### src/rtl/mb_pkg.sv
// Modbus RTU shared definitions: parity modes, tx FSM states,
// default clock/baud constants shared by the transmitter and receiver.
package mb_pkg;

  localparam int DEF_CLK_FREQ = 50_000_000;
  localparam int DEF_UART_BPS = 115_200;

  localparam int PAR_NONE = 0;
  localparam int PAR_ODD  = 1;
  localparam int PAR_EVEN = 2;

  typedef enum logic [2:0] {
    ST_IDLE,
    ST_START,
    ST_DATA,
    ST_PAR,
    ST_STOP,
    ST_GAP
  } tx_state_t;

  function automatic logic par_bit(
    input logic [7:0] d,
    input int         mode
  );
    return (mode == PAR_ODD) ? ~(^d) : (^d);
  endfunction

endpackage

### src/rtl/mb_baud_cnt.sv
// Bit-period counter: counts 0..BPS_CNT-1 while run is high, held at 0 otherwise.
// Ports: clk, rst_n, run in; tick out (high on the last clock of each bit).
module mb_baud_cnt #(
  parameter int BPS_CNT = 434
) (
  input  logic clk,
  input  logic rst_n,
  input  logic run,
  output logic tick
);

  localparam logic [15:0] CNT_LAST = 16'(BPS_CNT - 1);

  logic [15:0] r_cnt;

  always_ff @(posedge clk or negedge rst_n) begin
    if (!rst_n) begin
      r_cnt <= '0;
    end else if (!run) begin
      r_cnt <= '0;
    end else if (r_cnt == CNT_LAST) begin
      r_cnt <= '0;
    end else begin
      r_cnt <= r_cnt + 16'd1;
    end
  end

  assign tick = run && (r_cnt == CNT_LAST);

endmodule

### src/rtl/mb_uart_tx.sv
// Modbus RTU serial transmitter: valid/ready byte in, LSB-first UART out,
// t3.5 silence after the last byte of a frame, then a frame_done pulse.
// Ports: clk, rst_n, tx_data/tx_valid/tx_last in; tx_ready, uart_txd,
// tx_busy, frame_done out (all registered).
module mb_uart_tx
  import mb_pkg::*;
#(
  parameter int CLK_FREQ  = DEF_CLK_FREQ,
  parameter int UART_BPS  = DEF_UART_BPS,
  parameter int PARITY    = PAR_NONE,
  parameter int STOP_BITS = 1,
  parameter int GAP_BITS  = 39
) (
  input  logic       clk,
  input  logic       rst_n,
  input  logic [7:0] tx_data,
  input  logic       tx_valid,
  input  logic       tx_last,
  output logic       tx_ready,
  output logic       uart_txd,
  output logic       tx_busy,
  output logic       frame_done
);

  localparam int BPS_CNT = CLK_FREQ / UART_BPS;
  localparam logic [2:0]  STOP_LAST = 3'(STOP_BITS - 1);
  localparam logic [15:0] GAP_LAST  = 16'(GAP_BITS - 1);

  if (PARITY < PAR_NONE || PARITY > PAR_EVEN) begin : g_bad_par
    $error("mb_uart_tx: PARITY must be 0, 1 or 2");
  end
  if (STOP_BITS < 1 || STOP_BITS > 2) begin : g_bad_stop
    $error("mb_uart_tx: STOP_BITS must be 1 or 2");
  end
  if (BPS_CNT < 1 || BPS_CNT > 65536) begin : g_bad_bps
    $error("mb_uart_tx: CLK_FREQ/UART_BPS out of range");
  end
  if (GAP_BITS < 1 || GAP_BITS > 65536) begin : g_bad_gap
    $error("mb_uart_tx: GAP_BITS out of range");
  end

  tx_state_t   r_state;
  logic [7:0]  r_data;
  logic        r_last;
  logic [2:0]  r_idx;
  logic [15:0] r_gap_cnt;
  logic        r_txd;
  logic        r_tx_ready;
  logic        r_tx_busy;
  logic        r_frame_done;

  logic w_run;
  logic w_tick;
  logic w_par;

  assign w_run = (r_state != ST_IDLE);
  assign w_par = par_bit(r_data, PARITY);

  mb_baud_cnt #(
    .BPS_CNT(BPS_CNT)
  ) u_baud (
    .clk  (clk),
    .rst_n(rst_n),
    .run  (w_run),
    .tick (w_tick)
  );

  always_ff @(posedge clk or negedge rst_n) begin
    if (!rst_n) begin
      r_state      <= ST_IDLE;
      r_data       <= '0;
      r_last       <= 1'b0;
      r_idx        <= '0;
      r_gap_cnt    <= '0;
      r_txd        <= 1'b1;
      r_tx_ready   <= 1'b0;
      r_tx_busy    <= 1'b0;
      r_frame_done <= 1'b0;
    end else begin
      r_frame_done <= 1'b0;
      unique case (r_state)
        ST_IDLE: begin
          r_txd     <= 1'b1;
          r_tx_busy <= 1'b0;
          if (r_tx_ready && tx_valid) begin
            r_data     <= tx_data;
            r_last     <= tx_last;
            r_txd      <= 1'b0;
            r_tx_ready <= 1'b0;
            r_tx_busy  <= 1'b1;
            r_state    <= ST_START;
          end else begin
            r_tx_ready <= 1'b1;
          end
        end
        ST_START: begin
          if (w_tick) begin
            r_idx   <= '0;
            r_txd   <= r_data[0];
            r_state <= ST_DATA;
          end
        end
        ST_DATA: begin
          if (w_tick) begin
            if (r_idx == 3'd7) begin
              r_idx <= '0;
              if (PARITY != PAR_NONE) begin
                r_txd   <= w_par;
                r_state <= ST_PAR;
              end else begin
                r_txd   <= 1'b1;
                r_state <= ST_STOP;
              end
            end else begin
              r_idx <= r_idx + 3'd1;
              r_txd <= r_data[r_idx + 3'd1];
            end
          end
        end
        ST_PAR: begin
          if (w_tick) begin
            r_idx   <= '0;
            r_txd   <= 1'b1;
            r_state <= ST_STOP;
          end
        end
        ST_STOP: begin
          if (w_tick) begin
            if (r_idx == STOP_LAST) begin
              r_idx <= '0;
              if (r_last) begin
                r_gap_cnt <= '0;
                r_state   <= ST_GAP;
              end else begin
                r_tx_ready <= 1'b1;
                r_tx_busy  <= 1'b0;
                r_state    <= ST_IDLE;
              end
            end else begin
              r_idx <= r_idx + 3'd1;
            end
          end
        end
        ST_GAP: begin
          r_txd <= 1'b1;
          if (w_tick) begin
            if (r_gap_cnt == GAP_LAST) begin
              r_gap_cnt    <= '0;
              r_frame_done <= 1'b1;
              r_tx_ready   <= 1'b1;
              r_tx_busy    <= 1'b0;
              r_state      <= ST_IDLE;
            end else begin
              r_gap_cnt <= r_gap_cnt + 16'd1;
            end
          end
        end
        default: begin
          r_txd      <= 1'b1;
          r_tx_ready <= 1'b0;
          r_tx_busy  <= 1'b0;
          r_state    <= ST_IDLE;
        end
      endcase
    end
  end

  assign tx_ready   = r_tx_ready;
  assign uart_txd   = r_txd;
  assign tx_busy    = r_tx_busy;
  assign frame_done = r_frame_done;

endmodule

### config.mk
export PLATFORM = sky130hd
export DESIGN_NAME = mb_uart_tx
export DESIGN_NICKNAME = d
export VERILOG_FILES = /design/src/rtl/mb_pkg.sv /design/src/rtl/mb_baud_cnt.sv /design/src/rtl/mb_uart_tx.sv
export SDC_FILE = /design/constraint.sdc
export NUM_CORES = 1
export LEC_CHECK = 0
export ABC_AREA = 1
export BUFFER_PORTS_ARGS = -buffer_cell sky130_fd_sc_hd__buf_2
export CAP_MARGIN = 20
export CORE_MARGIN = 4
export CORE_UTILIZATION = 38
export DETAILED_ROUTE_END_ITERATION = 8
export GPL_TIMING_DRIVEN = 0
export PLACE_DENSITY = 0.66
export SKIP_LAST_GASP = 1
export SYNTH_ARGS = -nofsm -noshare
export SYNTH_HDL_FRONTEND = slang
export SYNTH_HIERARCHICAL = 1
export SYNTH_SLANG_ARGS = --single-unit
### constraint.sdc
create_clock -name clk -period 5.4 [get_ports clk]
set_input_delay 0.81 -clock clk [delete_from_list [all_inputs] [get_ports clk]]
set_output_delay 0.81 -clock clk [all_outputs]
set_load 0.1 [all_outputs]
# [Word level (Yosys, flattened, before mapping)]
# Cells that the tools add are included.
[op_classes] add_sub_neg=3 n_lt_le_gt_ge=1 eq_ne=20 n_mux=49 bitwise=2 reduce_logical=15
[ops] cell="16-bit two-way mux" n=7
[ops] cell="3-bit two-way mux" n=15
[ops] cell="16-bit by 1-bit adder with 16-bit output (second input constant)" n=2
[ops] cell="16-bit case mux with 2 select lines" n=1
[ops] cell="1-bit two-way mux" n=20
[ops] cell="3-bit case mux with 6 select lines" n=1
[ops] cell="16-bit by 6-bit == test with 1-bit output (second input constant)" n=1
[ops] cell="16-bit by 9-bit == test with 1-bit output (second input constant)" n=1
[ops] cell="2-bit by 1-bit != test with 1-bit output (second input constant)" n=6
[ops] cell="2-bit != test (second input constant)" n=6
[ops] cell="3-bit == test (second input constant)" n=3
[ops] cell="3-bit case mux with 3 select lines" n=1
[ops] cell="9-bit AND reduction" n=1
[ops] cell="1-bit case mux with 4 select lines" n=2
[ops] cell="4-bit AND reduction" n=2
[ops] cell="3-bit by 2-bit == test with 1-bit output (second input constant)" n=2
[ops] cell="3-bit logical NOT" n=2
[ops] cell="6-bit AND reduction" n=1
[ops] cell="3-bit nonzero test" n=2
[ops] cell="1-bit case mux with 5 select lines" n=1
[ops] cell="5-bit AND reduction" n=1
[ops] cell="3-bit by 4-bit less-than comparator with 1-bit output (second input constant)" n=1
[ops] cell="3-bit by 1-bit adder with 3-bit output (second input constant)" n=1
[ops] cell="1-bit binary-select mux with 3-bit select" n=1
[ops] cell="7 further kinds" n=9
[word_totals] register_bits=51 in_bits=12 output_inout_bits=4 elab_cells=100

# [Depth between registers and ports, before layout]
# Gate-level depths: netlist of run 1.
[depth] depth_word=6 depth_mapped=16 depth_no_buf=14

# [Cells and area by module]
# Netlist of run 1, hierarchy kept.
[modules_own_cells] module="mb_uart_tx" instances=1 cells_per_inst=296 area_each_um2=2235.9 seq_area_each_um2=877.1
[modules_own_cells] module="mb_baud_cnt" instances=1 cells_per_inst=126 area_each_um2=977.2 seq_area_each_um2=400.4

# [Worst setup path before layout of run 1]
# OpenSTA, ideal clock, no wires.
[synth_path] path_type="reg2reg" start="reg r_state[0]" end="reg r_gap_cnt[15]" setup_time_ns=0.118 arrival_time_ns=1.822 required_ns=5.282 setup_slack_ns=3.460 path_stages_with_launch=16 n_path_buf=3 period_less_slack_ns=1.940 cell_sequence="dfrtp_1 buf_6 inv_1 nand2_2 nor2_4 inv_1 clkinv_1 nor2_1 inv_1 nand3_1 nand2_2 nor2_4 buf_6 buf_8 nand4_1 nand2_1"
[synth_via] elab_chain_len=4 elab_cells_between_ends=11 cone_classes="eq/ne: 6; mux: 1; reduce/logical: 4"
[synth_rtl] element="from (decl)" line="mb_uart_tx.sv:42" source="tx_state_t r_state;"
[synth_rtl] element="from (signal assigned)" line="mb_uart_tx.sv:70" source="r_state <= ST_IDLE;"
[synth_rtl] element="from (signal assigned)" line="mb_uart_tx.sv:91" source="r_state <= ST_START;"
[synth_rtl] element="from (signal assigned)" line="mb_uart_tx.sv:100" source="r_state <= ST_DATA;"
[synth_rtl] element="3-bit nonzero test *" line="mb_uart_tx.sv:56" source="assign w_run = (r_state != ST_IDLE);"
[synth_rtl] element="via w_run" line="mb_uart_tx.sv:52" source="logic w_run;"
[synth_rtl] element="1-bit logical AND *" line="mb_baud_cnt.sv:28" source="assign tick = run && (r_cnt == CNT_LAST);"
[synth_rtl] element="via w_tick" line="mb_uart_tx.sv:53" source="logic w_tick;"
[synth_rtl] element="2-bit by 1-bit != test with 1-bit output (no line)"
[synth_rtl] element="5-bit AND reduction (no line) *"
[synth_rtl] element="to (signal assigned)" line="mb_uart_tx.sv:154" source="r_gap_cnt <= r_gap_cnt + 16'd1;"
[synth_rtl] element="to (decl)" line="mb_uart_tx.sv:46" source="logic [15:0] r_gap_cnt;"
# The timed path passes the listed nets; every way through them passes the cells marked *.
# A chain may end at the register's enable or synchronous reset.

# [Worst setup path after layout of run 1]
[layout_path] start="reg r_state[1]" end="reg r_gap_cnt[10]"
# Same word-level chain as after synthesis.

==> impl_metrics.py, run 1 <==
metrics = {
    "cts": {
        "clockBufferDepth": 2,
        "htree_levels": 2,
        "ctsHoldBuffers": 0,
        "clkTransAtPathRegs_ns": 0.10,
        "numCtsBuffers": 5,
        "clock-sinks": 51,
        "cts.repair.resized": 0,
        "clock_latency_ns": 0.30,
        "post_cts_buffers": 0,
        "clockRootBuffer": "clkbuf_8",
        "cts_tree": "built",
    },
    "run_status": {
        "status": "complete, no violations",
    },
    "worst_setup_path": {
        "startpoint_type": "register",
        "cp.arrival_ns": 2.57,
        "ff2ff_setup_slack_ns": 3.05,
        "required_ns": 5.62,
        "r2r_cells": 14,
        "crit_type": "reg -> reg",
        "r2r-end": "r_gap_cnt[10]$_DFFE_PN0P_",
        "crit_path_end_kind": "register",
        "crit_fanout": 10,
        "r2r_start": "r_state[1]$_DFFE_PN0P_",
    },
    "finish": {
        "area_delta_synth_final_pct": 9.70,
        "multi_input_area_um2": 1700,
        "fillCellCount": 825,
        "ff_latch_area_um2": 1280,
        "finalNetCount": 464,
        "antennaDiodeCount": 0,
        "drive_gt1_frac": 0.166,
    },
    "floorplan": {
        "die-height_um": 100,
        "start_util": 0.391,
        "die_w_um": 100,
        "core_area_um2": 8220,
        "io_pins": 16,
        "num_rows": 33,
        "dieArea_um2": 9990,
    },
    "timing": {
        "rsz0062_at_grt": "no",
        "finalHoldViolCount": 0,
        "fin_crit_ns": 2.35,
        "timing.fmax_mhz": 426,
        "finalSetupViolCount": 0,
        "worstMarginPinSlew_ns": 0.486,
        "drv_slew": 0,
        "timing.final.crit_share": 0.434,
        "slew_headroom": 0.678,
        "fin_setup_tns_ns": 0,
        "fin_hold_ws_ns": 0.448,
        "fin_worst_skew_ns": 0.0122,
    },
    "yosys": {
        "synth_compound_area_frac": 0.0456,
        "ys_types": 34,
        "synth-seq-cells": 51,
        "synth_xor_xnor_area_share": 0.0245,
        "synthCells": 422,
        "ys.flop_type": "dfrtp_1",
        "yosysSeqAreaShare": 0.398,
        "synth_edf_count": 0,
        "yosys_warnings": 6,
        "muxShareOfSynthArea": 0.0315,
        "async_flop_share": 1.00,
        "synth_area_per_cell_um2": 7.61,
        "synthAdderAreaFrac": 0.0273,
        "synthesis.nets": 441,
        "syn_area_um2": 3210,
        "synth_top_family_by_area": "simple AND/OR/NAND/NOR gates",
        "yosys.area_share.simple": 0.401,
    },
    "route": {
        "avgRoutedWirePerCell_um": 12.2,
        "first_pass_iters": 4,
        "num_vias": 2768,
        "drc": 0,
        "drt_iter0_drc": 151,
        "totalWireLength_mm": 6.72,
        "ant_nets": 0,
        "routed_via_density": 5.02,
    },
    "global_routing": {
        "first_global_vias": 2681,
        "grt_busiest_layer": "met2",
        "use_met3": 0.0208,
        "use_met1": 0.195,
        "grtUsageMet2": 0.237,
        "antenna_found_initial": 0,
        "grt_max_degree": 33,
        "grt_overflow": 0,
        "grt_use_total": 0.144,
        "grt_pass1_wl_mm": 12.0,
    },
    "power": {
        "cellPowerDensity_nw_per_um2": 345,
        "leakage_nw": 1.56,
        "peakVddDrop_mv": 0.339,
    },
    "place": {
        "routabilityCongestion": 0.905,
        "hpwl_mm": 5.17,
        "port_buffers": 15,
    },
    "flow_run": {
        "cap_violations": 0,
    },
    "min_path": {
        "hp-class": "in -> async",
    },
}
sequential cells by signal, indices dropped and copies added (netlist names):
name and flops:
r_idx 3, frame_done 1, u_baud/r_cnt 16, r_data 8, r_state 3, tx_ready 1, r_gap_cnt 16, r_last 1
tx_busy 1, uart_txd 1
cell usage after synthesis, types with 4 or more instances:
library cell / n / share of area
mux2_2: 9 / 0.032
a21oi_1: 4 / 0.0062
ha_1: 7 / 0.027
nand2_2: 10 / 0.019
nand4_1: 29 / 0.056
nor2_1: 55 / 0.064
nand3_2: 4 / 0.012
o21ai_0: 7 / 0.011
nor2_4: 6 / 0.021
dfrtp_1: 50 / 0.39
nor3_1: 5 / 0.0078
nor2_2: 4 / 0.0078
nand3_1: 38 / 0.059
inv_1: 42 / 0.049
xor2_1: 7 / 0.019
nand2_1: 108 / 0.13
o21ai_1: 10 / 0.016
worst max path at each step:
stage                            from                         to  slack, ns  cells after the start
5_1_grt        r_state[1]$_DFFE_PN0P_  r_gap_cnt[12]$_DFFE_PN0P_       2.71                     14
6_report       r_state[1]$_DFFE_PN0P_  r_gap_cnt[10]$_DFFE_PN0P_       3.05                     14
4_1_cts        r_state[1]$_DFFE_PN0P_  r_gap_cnt[10]$_DFFE_PN0P_       3.02                     14
3_3_place_gp   r_state[1]$_DFFE_PN0P_  r_gap_cnt[15]$_DFFE_PN0P_       3.12                     14
3_5_place_dp   r_state[1]$_DFFE_PN0P_  r_gap_cnt[10]$_DFFE_PN0P_       3.05                     14
2_1_floorplan  r_state[0]$_DFFE_PN0P_  r_gap_cnt[15]$_DFFE_PN0P_       3.46                     15
metal layers:
metal	vias up	part of all wire
met2	61	0.46
met4	0	0.010
met1	1273	0.49
met5	-	0
met3	6	0.042
li1	1428	-
logic make-up (layout without fill, tap and decap cells):
| group | after synthesis | in the layout |
|---|---|---|
| fa+ha+maj | 7 | 7 |
| flops | 51 | 51 |
| compound gates | 26 | 26 |
| buf+inv | 53 | 77 |
| mux | 9 | 9 |
| xor+xnor | 9 | 9 |
| simple gates | 267 | 267 |
metrics by stage:
stage	utilization	worst slack (ns)	instances	cell area [um2]	power (mW)
2_1_floorplan	-	3.46	422	3210	0.899
3_3_place_gp	0.416	3.12	542	3420	0.994
3_5_place_dp	0.419	3.05	543	3440	1.01
4_1_cts	0.429	3.02	551	3520	1.23
5_1_grt	0.429	2.71	551	3520	1.31
6_report	0.429	3.05	551	3520	1.21
cell usage in the layout (no fill, tap or decap), types with 2 or more instances in the layout:
master | synthesis | layout
inv_2 | 3 | 3
nand3_1 | 38 | 38
nand2_2 | 10 | 10
xnor2_1 | 2 | 2
o21ai_1 | 10 | 10
ha_1 | 7 | 7
nor3_1 | 5 | 5
nand2_1 | 108 | 108
o21ai_2 | 3 | 3
buf_6 | 2 | 2
nand4_1 | 29 | 29
a21oi_1 | 4 | 4
dfrtp_1 | 50 | 50
o21ai_0 | 7 | 7
mux2_2 | 9 | 9
nand3b_1 | 2 | 2
nor2_4 | 6 | 6
clkbuf_8 | 0 | 5
nor2_1 | 55 | 55
inv_1 | 42 | 42
buf_2 | 3 | 18
nand3_2 | 4 | 4
nor2_2 | 4 | 4
xor2_1 | 7 | 7
nand3_4 | 2 | 2
layout make-up:
class                      instances  area share
tap                              105      0.0373
sequential                        51       0.362
clock buffer                       6      0.0206
buffer                             7      0.0170
inverter                          46      0.0490
multi-input combinational        318       0.483
clock inverter                     2     0.00355
timing repair buffer              16      0.0270
worst max-delay path, stage by stage, from the launching register on:
cell      delay (ns)
dfrtp_1         0.49
inv_2           0.10
nand2_2         0.11
nor2_4          0.06
inv_1           0.10
clkinv_1        0.29
nor2_1          0.20
inv_1           0.13
nand3_1         0.15
nand2_2         0.08
nor2_4          0.09
buf_6           0.15
buf_8           0.14
nand4_1         0.09
o21ai_1         0.08
where the power goes:
part           total [mW]  switching (mW)  internal [mW]  leakage, nW
registers           0.507          0.0558          0.452        0.682
clock network       0.216           0.125         0.0909       0.0412
logic               0.491           0.328          0.163        0.840
total                1.21           0.510          0.705         1.56
(Power assumes the default switching activity.)
==> run 2, diff against run 1 <==
--- a/config.mk
+++ b/config.mk
@@ -5,7 +5,7 @@
 export SDC_FILE = /design/constraint.sdc
 export NUM_CORES = 1
 export LEC_CHECK = 0
-export ABC_AREA = 1
+export ABC_AREA = 0
 export BUFFER_PORTS_ARGS = -buffer_cell sky130_fd_sc_hd__buf_2
 export CAP_MARGIN = 20
 export CORE_MARGIN = 4
==> constraint.sdc (replaced) <==
create_clock -name clk -period 2.2 [get_ports clk]
set_input_delay 0.33 -clock clk [delete_from_list [all_inputs] [get_ports clk]]
set_output_delay 0.33 -clock clk [all_outputs]
set_load 0.1 [all_outputs]
==> run 2 against run 1 <==
Against the previous run: combinational power shrank 93%; first-iteration DRC count shrank 30%; critical path depth shrank 7; clock skew shrank 0.0045 ns; synthesized cell count shrank 31%; non-clock buffer count grew 9.
==> impl_metrics.py, run 2 <==
metrics = {
    "timing": {
        "setup_slack_ns": 0.114,
        "drv_slew": 0,
        "fin_crit_ns": 2.09,
        "fin_worst_skew_ns": 0.00772,
        "timing.fmax_mhz": 479,
        "timing.final.crit_share": 0.948,
        "fin_setup_tns_ns": 0,
        "slew_headroom": 0.642,
        "finalSetupViolCount": 0,
        "fin_hold_ws_ns": 0.245,
        "worstMarginPinSlew_ns": 0.533,
        "finalHoldViolCount": 0,
    },
    "finish": {
        "mostFrequentLayoutCell": "dfrtp_1",
        "area_delta_synth_final_pct": 15.7,
        "drive_gt1_frac": 0.228,
        "antennaDiodeCount": 0,
        "top_regs": "r_gap_cnt x16, u_baud/r_cnt x16, r_data x8",
        "stdcell_area_um2": 3340,
        "ff_latch_area_um2": 1280,
        "fillCellCount": 717,
        "finalNetCount": 338,
        "most-common-layout-cells": "49 x dfrtp_1, 27 x nor2_1, 23 x o21ai_0",
        "multi_input_area_um2": 1500,
    },
    "place": {
        "routabilityCongestion": 0.902,
        "port_buffers": 15,
        "hpwl_mm": 4.16,
        "place_area_um2": 3110,
        "dp_slack_ns": -0.232,
    },
    "route": {
        "num_vias": 2232,
        "avgRoutedWirePerCell_um": 13.7,
        "first_pass_iters": 4,
        "totalWireLength_mm": 5.74,
        "ant_nets": 0,
        "drc": 0,
        "drt_iter0_drc": 105,
        "routed_via_density": 5.33,
    },
    "cts": {
        "cts_tree": "built",
        "clockBufferDepth": 2,
        "clock-sinks": 51,
        "clockRootBuffer": "clkbuf_8",
        "numCtsBuffers": 5,
        "clock_latency_ns": 0.31,
        "htree_levels": 2,
        "clkTransAtPathRegs_ns": 0.09,
    },
    "yosys": {
        "ys_types": 54,
        "synthTopCellsByCount": "50 x dfrtp_1, 28 x nor2_1, 26 x o21ai_0, 21 x nand2_1, 18 x inv_1",
        "synth_top_area_cell": "dfrtp_1",
        "async_flop_share": 1.00,
        "yosys_warnings": 6,
        "synthesis.nets": 311,
        "synth_area_per_cell_um2": 9.89,
        "synth_most_common_cell": "dfrtp_1",
        "synthTopCellsByArea": "dfrtp_1 43%, o21ai_0 4.5%, xnor2_1 3.9%",
        "synthCells": 292,
        "netlist.area_leader.share": 0.433,
        "synth-seq-cells": 51,
        "yosysSeqAreaShare": 0.443,
        "ys.flop_type": "dfrtp_1",
        "syn_area_um2": 2890,
        "synth_edf_count": 0,
    },
    "floorplan": {
        "core_area_um2": 7330,
        "num_rows": 31,
        "dieArea_um2": 9050,
        "die_w_um": 95.2,
        "io_pins": 16,
        "die-height_um": 95.2,
        "start_util": 0.394,
    },
    "worst_setup_path": {
        "max_stage_delay_ns": 0.48,
        "crit_type": "reg -> reg",
        "crit_fanout": 10,
        "cpMaxStageDelayCell": "dfrtp_1",
        "cp_num_buf_inv": 1,
        "worstPathCellList": "nor4b_4, nand4_1, nor2_2, buf_8, o21ai_0, a211o_1, a21o_1",
        "cp.arrival_ns": 2.29,
        "crit_path_end_kind": "register",
        "required_ns": 2.41,
        "critPathTopFamily": "simple AND/OR/NAND/NOR gates",
        "startpoint_type": "register",
    },
    "global_routing": {
        "antenna_found_initial": 0,
        "grt_use_total": 0.138,
        "grt_pass1_wl_mm": 9.96,
        "grt_overflow": 0,
        "first_global_vias": 2149,
        "grt_max_degree": 38,
    },
    "flow_run": {
        "cap_violations": 0,
    },
    "min_path": {
        "hp-class": "in -> reg",
    },
    "power": {
        "p_clk_frac": 0.445,
        "power_mw": 1.74,
        "cellPowerDensity_nw_per_um2": 523,
        "switching_share": 0.197,
        "seqPwrFrac": 0.537,
        "netSwitchingPower_mw": 0.343,
        "peakVddDrop_mv": 0.346,
        "p_comb_frac": 0.019,
        "leakage_nw": 1.47,
        "p_int_mw": 1.40,
    },
    "run_status": {
        "status": "complete, no violations",
    },
}
[run 2: changes by cell type in the layout (fill, tap and decap cells not counted), moves of 8 or more]
cell	before	now
nand2_2	10	1
nand3_1	38	14
nor2_1	55	27
o21ai_1	10	2
nand2_1	108	21
nor3_1	5	14
xnor2_1	2	13
inv_1	42	18
o21ai_0	7	23
nand4_1	29	10
[run 2: cell type report]
type | count | area share
multi-input cells | 211 | 0.448
flip-flops and latches | 51 | 0.383
repair buffers | 20 | 0.0382
well taps | 99 | 0.0371
plain buffers | 12 | 0.0322
clock buffers | 5 | 0.0206
clock inverters | 3 | 0.0202
inverters | 18 | 0.0202
[run 2: per-stage QoR]
| step | cells | utilization |
|---|---|---|
| floorplan | 292 | - |
| global placement | 406 | 0.421 |
| detailed placement | 407 | 0.424 |
| CTS | 416 | 0.447 |
| global route | 419 | 0.456 |
| finish | 419 | 0.456 |
[run 2: cell families (layout without fill, tap and decap cells)]
family | after synthesis | in the layout | synth area share
flip-flops | 51 | 51 | 0.443
buffers and inverters | 30 | 58 | 0.0563
AND/OR/NAND/NOR | 122 | 122 | 0.248
multiplexers | 18 | 18 | 0.0767
AO/OA/AOI/OAI | 50 | 50 | 0.103
XOR/XNOR | 14 | 14 | 0.0425
adder cells (fa/ha/maj) | 7 | 7 | 0.0303
[run 2: final timing paths]
kind                                            startpoint                   endpoint  slack [ns]  cells past startpoint
worst min register to register   r_gap_cnt[12]$_DFFE_PN0P_  r_gap_cnt[12]$_DFFE_PN0P_        0.50                      1
worst max register to register  u_baud/r_cnt[11]$_DFF_PN0_        tx_busy$_DFFE_PN0P_        0.11                      7
min in group asynchronous                            rst_n  r_gap_cnt[11]$_DFFE_PN0P_        0.46                      2
max in group asynchronous                            rst_n  u_baud/r_cnt[0]$_DFF_PN0_        1.20                      3
worst max-delay path            u_baud/r_cnt[11]$_DFF_PN0_        tx_busy$_DFFE_PN0P_        0.11                      7
worst min-delay path                               tx_last         r_last$_DFFE_PN0P_        0.24                      2
[run 2: metal layers]
layer  vias to the layer above  share of wire  track usage
met1                      1094           0.49        0.191
met2                        31           0.47        0.217
met4                         0          0.010       0.0445
met3                         6          0.033       0.0260
li1                       1101              -            -
met5                         -              0            0
[run 2: power by group through the flow]
| stage | Clock [mW] | Sequential, mW | Combinational [mW] |
|---|---|---|---|
| after global routing | 0.837 | 0.937 | 0.0379 |
| after floorplan | 0 | 0.955 | 0.000177 |
| after global placement | 0 | 0.955 | 0.0282 |
| final | 0.776 | 0.937 | 0.0326 |
| after CTS | 0.797 | 0.937 | 0.0346 |
| after detailed placement | 0 | 0.955 | 0.0331 |
[run 2: repair_timing]
| action | CTS | global route |
|---|---|---|
| buffers inserted | 0 | 3 |
| hold buffers | 1 | 0 |
| setup endpoints to repair | 21 | 20 |
| gates resized for setup | 8 | 10 |
| endpoints found under the hold margin | 13 | 0 |
| pin swaps | 0 | 3 |
